[src/rtl/sd_multi_wr_ctrl.sv]
// Multi-sector write sequencer for the single-sector SD SPI write engine.
// Buffers a full sector in the upstream FIFO before each kick and feeds engine word requests from it.
module sd_multi_wr_ctrl #(
   parameter int unsigned SEC_WORDS    = 256,
   parameter int unsigned START_HOLD   = 2,
   parameter int unsigned BUSY_TIMEOUT = 1024,
   parameter int unsigned CNT_W        = 10
) (
   input  logic             clk_ref,
   input  logic             rst_n,
   input  logic             sd_init_done,
   input  logic             start,
   input  logic [31:0]      start_sec,
   input  logic [15:0]      sec_num,
   output logic             busy,
   output logic             done,
   output logic             error,
   output logic [15:0]      sec_written,
   input  logic [CNT_W-1:0] fifo_rd_cnt,
   input  logic [15:0]      fifo_dout,
   output logic             fifo_rd_en,
   output logic             wr_start_en,
   output logic [31:0]      wr_sec_addr,
   output logic [15:0]      wr_data,
   input  logic             wr_busy,
   input  logic             wr_req
);

   localparam int unsigned TMO_W  = $clog2(BUSY_TIMEOUT + 1);
   localparam int unsigned HOLD_W = $clog2(START_HOLD + 1);
   localparam int unsigned WC_W   = $clog2(SEC_WORDS + 1) + 1;

   typedef enum logic [2:0] {
      IDLE,
      WAIT_DATA,
      KICK,
      WAIT_BUSY,
      XFER,
      NEXT,
      FINISH
   } state_t;

   state_t            state;
   logic              start_q;
   logic              rd_en_q;
   logic [31:0]       addr;
   logic [15:0]       remaining;
   logic [HOLD_W-1:0] hold_cnt;
   logic [TMO_W-1:0]  tmo_cnt;
   logic [WC_W-1:0]   word_cnt;
   logic [WC_W-1:0]   pops_now;

   always_comb begin
      fifo_rd_en = (state == XFER) && wr_req;
   end

   // A request arriving on the busy-fall cycle must still count toward the sector total.
   always_comb begin
      pops_now = word_cnt + WC_W'(fifo_rd_en);
   end

   always_ff @(posedge clk_ref or negedge rst_n) begin
      if (!rst_n) begin
         state       <= IDLE;
         start_q     <= 1'b0;
         rd_en_q     <= 1'b0;
         addr        <= '0;
         remaining   <= '0;
         hold_cnt    <= '0;
         tmo_cnt     <= '0;
         word_cnt    <= '0;
         busy        <= 1'b0;
         done        <= 1'b0;
         error       <= 1'b0;
         sec_written <= '0;
         wr_start_en <= 1'b0;
         wr_sec_addr <= '0;
         wr_data     <= '0;
      end else begin
         start_q <= start;
         done    <= 1'b0;
         rd_en_q <= fifo_rd_en;
         if (rd_en_q) begin
            wr_data <= fifo_dout;
         end

         case (state)
            IDLE: begin
               if (start && !start_q && sd_init_done) begin
                  addr        <= start_sec;
                  remaining   <= sec_num;
                  error       <= 1'b0;
                  sec_written <= '0;
                  busy        <= 1'b1;
                  state       <= (sec_num == '0) ? FINISH : WAIT_DATA;
               end
            end

            WAIT_DATA: begin
               if (32'(fifo_rd_cnt) >= SEC_WORDS) begin
                  wr_sec_addr <= addr;
                  wr_start_en <= 1'b1;
                  hold_cnt    <= '0;
                  tmo_cnt     <= '0;
                  word_cnt    <= '0;
                  state       <= KICK;
               end
            end

            KICK: begin
               tmo_cnt <= tmo_cnt + 1'b1;
               if (hold_cnt == HOLD_W'(START_HOLD - 1)) begin
                  wr_start_en <= 1'b0;
                  state       <= WAIT_BUSY;
               end else begin
                  hold_cnt <= hold_cnt + 1'b1;
               end
            end

            WAIT_BUSY: begin
               if (wr_busy) begin
                  state <= XFER;
               end else if (tmo_cnt == TMO_W'(BUSY_TIMEOUT - 1)) begin
                  error <= 1'b1;
                  state <= FINISH;
               end else begin
                  tmo_cnt <= tmo_cnt + 1'b1;
               end
            end

            XFER: begin
               if (fifo_rd_en && (word_cnt != '1)) begin
                  word_cnt <= word_cnt + 1'b1;
               end
               if (!wr_busy) begin
                  if (pops_now != WC_W'(SEC_WORDS)) begin
                     error <= 1'b1;
                     state <= FINISH;
                  end else begin
                     state <= NEXT;
                  end
               end
            end

            NEXT: begin
               addr        <= addr + 32'd1;
               sec_written <= sec_written + 16'd1;
               remaining   <= remaining - 16'd1;
               state       <= (remaining == 16'd1) ? FINISH : WAIT_DATA;
            end

            FINISH: begin
               if (!wr_busy) begin
                  done  <= 1'b1;
                  busy  <= 1'b0;
                  state <= IDLE;
               end
            end

            default: state <= IDLE;
         endcase
      end
   end

endmodule
[config.mk]
export PLATFORM = sky130hd
export DESIGN_NAME = sd_multi_wr_ctrl
export DESIGN_NICKNAME = d
export VERILOG_FILES = /design/src/rtl/sd_multi_wr_ctrl.sv
export SDC_FILE = /design/constraint.sdc
export NUM_CORES = 1
export LEC_CHECK = 0
export ABC_AREA = 1
export CORE_MARGIN = 5
export CORE_UTILIZATION = 59
export CTS_BUF_LIST = sky130_fd_sc_hd__clkbuf_8
export DETAILED_ROUTE_END_ITERATION = 6
export GPL_ROUTABILITY_DRIVEN = 0
export MAX_ROUTING_LAYER = met4
export PLACE_DENSITY = 0.95
export SLEW_MARGIN = 20
export SYNTH_ARGS = -nofsm -noshare
export SYNTH_HDL_FRONTEND = slang
export SYNTH_SLANG_ARGS = --single-unit
[constraint.sdc]
create_clock -name clk_ref -period 3.3 [get_ports clk_ref]
set_clock_uncertainty 0.2 [all_clocks]
set_input_delay 0.99 -clock clk_ref [delete_from_list [all_inputs] [get_ports clk_ref]]
set_output_delay 0.99 -clock clk_ref [all_outputs]
set_load 0.05 [all_outputs]
# Word level (Yosys, flattened, before mapping)
# Index checks and enable logic that the tools add are counted.
dict set report word_totals {
  reg_bits 144
  output_inout_bits 69
}
dict set report classes {
  n_addsub 7
  n_lt_le_gt_ge 1
  n_eq_ne 23
  muxes 41
  reduce_logical 22
}
# operator count
set ops {}
lappend ops {{$pmux W16 S2} 2}
lappend ops {{$pmux W32 S2} 1}
lappend ops {{$mux W11} 3}
lappend ops {{$pmux W11 S3} 1}
lappend ops {{$add A32 B1 Y32 const B} 1}
lappend ops {{$mux W16} 2}
lappend ops {{$mux W32} 1}
lappend ops {{$mux W3} 9}
lappend ops {{$pmux W3 S7} 1}
lappend ops {{$mux W10} 2}
lappend ops {{$pmux W10 S2} 1}
lappend ops {{$ne A2 B2 Y1 const B} 9}
lappend ops {{$add A16 B1 Y16 const B} 1}
lappend ops {{$eq A16 B1 Y1 const B} 1}
lappend ops {{$logic_not A16 Y1} 1}
lappend ops {{$sub A16 B1 Y16 const B} 1}
lappend ops {{$reduce_and A3 Y1} 4}
lappend ops {{$reduce_and A6 Y1} 2}
lappend ops {{$add A11 B1 Y11 const B} 1}
lappend ops {{$eq A11 B10 Y1 const B} 1}
lappend ops {{$mux W1} 11}
lappend ops {{$add A10 B1 Y10} 1}
lappend ops {{$add A10 B1 Y10 const B} 1}
lappend ops {{$ge A10 B9 Y1 const B} 1}
lappend ops {{20 further kinds} 35}

# Logic depth before layout (Yosys ltp)
dict set report logic_depth {
  depth_word 7
  ltp_mapped 17
  mapped_depth_nobuf 16
}

# Worst setup path after synthesis
# OpenSTA, ideal clock, no wires.
dict set report synth_timing {
  kind {input-to-reg}
  from {in wr_req}
  to {reg error}
  setup_ns 0.119
  arrival_ns 2.486
  path_slack_ns 0.495
  path_stages 12
  path_cell_list {inv_1 nor2_4 ha_1 ha_1 nor2_1 nand2_1 nor2_1 nand3_1 nor2_1 nand2_1 nand3_1 nand2_1}
}
dict set report synth_between {
  elab_chain_len 5
}
# item line
set synth_lines {}
lappend synth_lines {{start, declared} 26} ;# input logic wr_req
lappend synth_lines {{$logic_and A1 B1 Y1} 54} ;# fifo_rd_en = (state == XFER) && wr_req;
lappend synth_lines {{via fifo_rd_en} 21} ;# output logic fifo_rd_en,
lappend synth_lines {{$add A10 B1 Y10} 59} ;# pops_now = word_cnt + WC_W'(fifo_rd_en);
lappend synth_lines {{$ne A10 B9 Y1} 136} ;# if (pops_now != WC_W'(SEC_WORDS)) begin
lappend synth_lines {{$ne A2 B1 Y1 (no line)} n/a}
lappend synth_lines {{$reduce_and A6 Y1 (no line)} n/a}
lappend synth_lines {{end signal, assigned} 74} ;# error <= 1'b0;
lappend synth_lines {{end signal, assigned} 92} ;# error <= 1'b0;
lappend synth_lines {{end signal, assigned} 137} ;# error <= 1'b1;
lappend synth_lines {{end, declared} 17} ;# output logic error,
# The timed path passes the listed nets, and every way through them passes these cells.
# A chain may end at the register's enable or synchronous reset.

# Worst setup path after layout
dict set report layout_timing {
  from {in wr_req}
  to {out fifo_rd_en}
}
dict set report layout_between {
  elab_chain_len 1
}
# item line
set layout_lines {}
lappend layout_lines {{$logic_and A1 B1 Y1} 54}
lappend layout_lines {{end, declared} 21}
# No other way between the ends.

==> summary.txt <==
xor/xnor share of the synthesized area -> 2.40%
layout cell share with drive strength beyond 1 -> 8.68%
initial standard-cell utilization of the core -> 60.3%
critical path data required time -> 2.11 ns
cell area power density -> 919 nW/um^2
average vias per placed instance -> 5.78
compound-cell area share of the yosys netlist -> 11.5%
DRC Markers -> 0
area fraction of the dominant cell type after synthesis -> 45.0%
timing-limited maximum frequency -> 0.328 GHz
CTS root buffer -> sky130_fd_sc_hd__clkbuf_8
maximum capacitance violations -> 0
Placed Instance Area -> 9610 um^2
category of the most critical setup path -> input port to output pin
cell type with the largest total area after synthesis -> sky130_fd_sc_hd__dfrtp_1
arrival time at the worst endpoint -> 1.86 ns
TritonCTS clock tree -> yes
count of cell types in the netlist -> 47
final hold violation count -> 0
count of input and output buffers -> 140
CTS Sinks -> 144
vias in the first global route -> 7753
number of instances in the synthesized netlist -> 1033
Post-DP HPWL -> 15.7 mm
critical path's slowest cell -> sky130_fd_sc_hd__clkdlybuf4s50_1
largest voltage drop on the vdd net -> 0.752 mV
number of buffers added by the clock tree synthesis step -> 17
time the final worst path needs with I/O delays and setup -> 3.05 ns
CTS H-tree depth -> 4
Max Root-Sink Buffers -> 2
total detailed-routing wirelength -> 21.7 mm
post-synth net total -> 1122
Final period util -> 92.5%
First-pass DRT Iterations -> 6
met3 wirelength from detailed routing -> 1.80 mm
Synth-to-Final Area Change -> 25.2%
Final Max Slew Viols -> 0
Die Ht -> 127 um
post-CTS clock slew at the launch and capture registers of the worst setup and hold paths -> 0.08 ns
number of antenna violations at the first check in global routing -> 0
Die Outline Area -> 16000 um^2
most frequent cells in the layout -> sky130_fd_sc_hd__nand2_1 (296), sky130_fd_sc_hd__dfrtp_1 (144), sky130_fd_sc_hd__clkdlybuf4s50_1 (138)
worst max-slew margin expressed relative to the limit -> 57.8%
Setup crit start kind -> input port
total vias in the final route -> 7880
routed length on met2 -> 10.3 mm
first-pass GRT wire length -> 36.2 mm
diode insertion count for antenna repair -> 0
CP bufs+invs -> 3
Final nets -> 1263
maximum number of pins on one net before global-route repair -> 64
Rows -> 42
DRC violation total after the first TritonRoute iteration -> 934
type of the worst min-delay path -> register to register
area of all placed cells without fillers -> 10000 um^2
aggregate global-route resource usage -> 28.4%
critical path, cell by cell -> clkdlybuf4s50_1 -> inv_1 -> nor2_4 -> buf_12
Detail Route Antenna Nets -> 0
multiplexer share of the synthesized area -> 2.75%
GRT Residual Overflow -> 0
category of the worst setup path capture point -> output pin
dominant combinational cell family by area after synthesis -> simple AND/OR/NAND/NOR gates
Core Area -> 13300 um^2
Clock Latency Late Sink -> 0.46 ns
top routing layer in use -> met4
sequential cell area fraction in the yosys report -> 45.0%
Resized Gates After CTS -> 0
count of warnings emitted by yosys -> 0
DR WL/cell -> 15.9 um
adder and majority cell fraction of the synthesized area -> 1.41%
total of flip-flops plus latches after synthesis -> 144
status -> finished, final reports clean
met1 WL -> 8.79 mm
leakage power -> 4.52 nW
setup repair after global routing missed its margin -> no
leading cell types by total area after synthesis -> sky130_fd_sc_hd__dfrtp_1 (45%), sky130_fd_sc_hd__nand2_1 (14%), sky130_fd_sc_hd__inv_1 (5.4%)
Hold-fix buffers, CTS -> 0
slew of the pin with the lowest slew margin -> 0.632 ns
horizontal die dimension -> 127 um
total I/O pin count -> 149
synthesized-area fraction occupied by and/or/nand/nor cells -> 29.1%
leading cell type in the layout, fill and taps excluded -> sky130_fd_sc_hd__nand2_1
Crit path largest cell delay -> 0.45 ns
Crit Path Max Fanout -> 4
number of endpoints failing setup at the final stage -> 0
sum of negative setup slack -> 0 ns
number of buffers added for setup after CTS -> 0
area of the mapped netlist -> 8010 um^2
hold_ws -> 0.292 ns
mean cell area of the mapped netlist -> 7.76 um^2
critical path's top delay family -> buffers and inverters
-- kinds of logic (layout without fill, tap and decap cells) --
| kind of cell | Yosys count | in the layout |
|---|---|---|
| DFF | 144 | 144 |
| and+or+nand+nor | 533 | 533 |
| buffers and inverters | 153 | 307 |
| muxes | 20 | 20 |
| AOI/OAI and AO/OA | 152 | 152 |
| adders and majority gates | 9 | 9 |
| xor gates and xnor gates | 22 | 22 |
-- sequential cells by signal (all words and copies together) (netlist names) --
| signal | cells |
|---|---|
| wr_data | 16 |
| done | 1 |
| rd_en_q | 1 |
| wr_sec_addr | 32 |
| busy | 1 |
| start_q | 1 |
| wr_start_en | 1 |
| sec_written | 16 |
| remaining | 16 |
| addr | 32 |
| state | 3 |
| hold_cnt | 2 |
| word_cnt | 10 |
| error | 1 |
| tmo_cnt | 11 |
-- layout make-up --
type | instances | area [um^2]
inverter | 122 | 458
sequential | 144 | 3600
fill | 907 | 3270
multi-input combinational | 736 | 3780
timing repair buffer | 153 | 1550
clock buffer | 18 | 248
clock inverter | 14 | 175
tap | 176 | 220
-- power by group --
part	internal (mW)	switching [mW]	total, mW	leakage (nW)
logic	1.54	3.03	4.56	2.47
clock network	0.830	0.676	1.51	0.227
registers	2.46	0.687	3.15	1.83
-- tightest hold or removal path, cell delays in order, from the launching register on --
cell and delay, ns:
sky130_fd_sc_hd__dfrtp_1 0.36, sky130_fd_sc_hd__nand2_1 0.06, sky130_fd_sc_hd__nand2_1 0.05
-- per-stage QoR --
stage,utilization (%),cells,power [mW],setup WS [ns]
floorplan,-,1033,6.20,0.495
global placement,72.3,1331,7.49,0.143
detailed placement,72.3,1331,7.68,0.0639
CTS,75.4,1363,9.21,0.244
global route,75.4,1363,9.77,0.206
finish,75.4,1363,9.22,0.247
-- path summary, 6_finish.rpt --
kind	start	end	slack [ns]	cells past startpoint
max	wr_req	fifo_rd_en	0.25	4
min	error$_DFFE_PN0P_	error$_DFFE_PN0P_	0.29	2
max reg2reg	state[2]$_DFFE_PN0P_	error$_DFFE_PN0P_	0.64	13
min reg2reg	error$_DFFE_PN0P_	error$_DFFE_PN0P_	0.29	2
max in group asynchronous	rst_n	wr_data[4]$_DFFE_PN0P_	1.87	2
min in group asynchronous	rst_n	wr_data[9]$_DFFE_PN0P_	0.30	1
-- per-layer routing --
metal / GRT usage [%] / up-vias
met3: 6.85 / 94
met5: - / -
met4: 11.4 / 0
li1: - / 3646
met1: 35.5 / 3712
met2: 44.7 / 428
-- synthesized netlist by cell type (all sizes together) --
cell	n
a31oi	1
and2	1
or2	6
inv	122
nand3b	2
o311ai	1
o22a	1
a22oi	2
mux2i	4
buf	22
mux2	16
a22o	2
nand4	26
o21bai	6
nor3	21
o21a	1
o211ai	14
a31o	1
xor2	22
o221ai	9
a21oi	17
o31ai	1
ha	9
clkbuf	9
o2111ai	1
dfrtp	144
o22ai	6
o21ai	89
nand3	70
nand2	303
nor2	104
No activity file was read; power rests on OpenSTA's default activity.
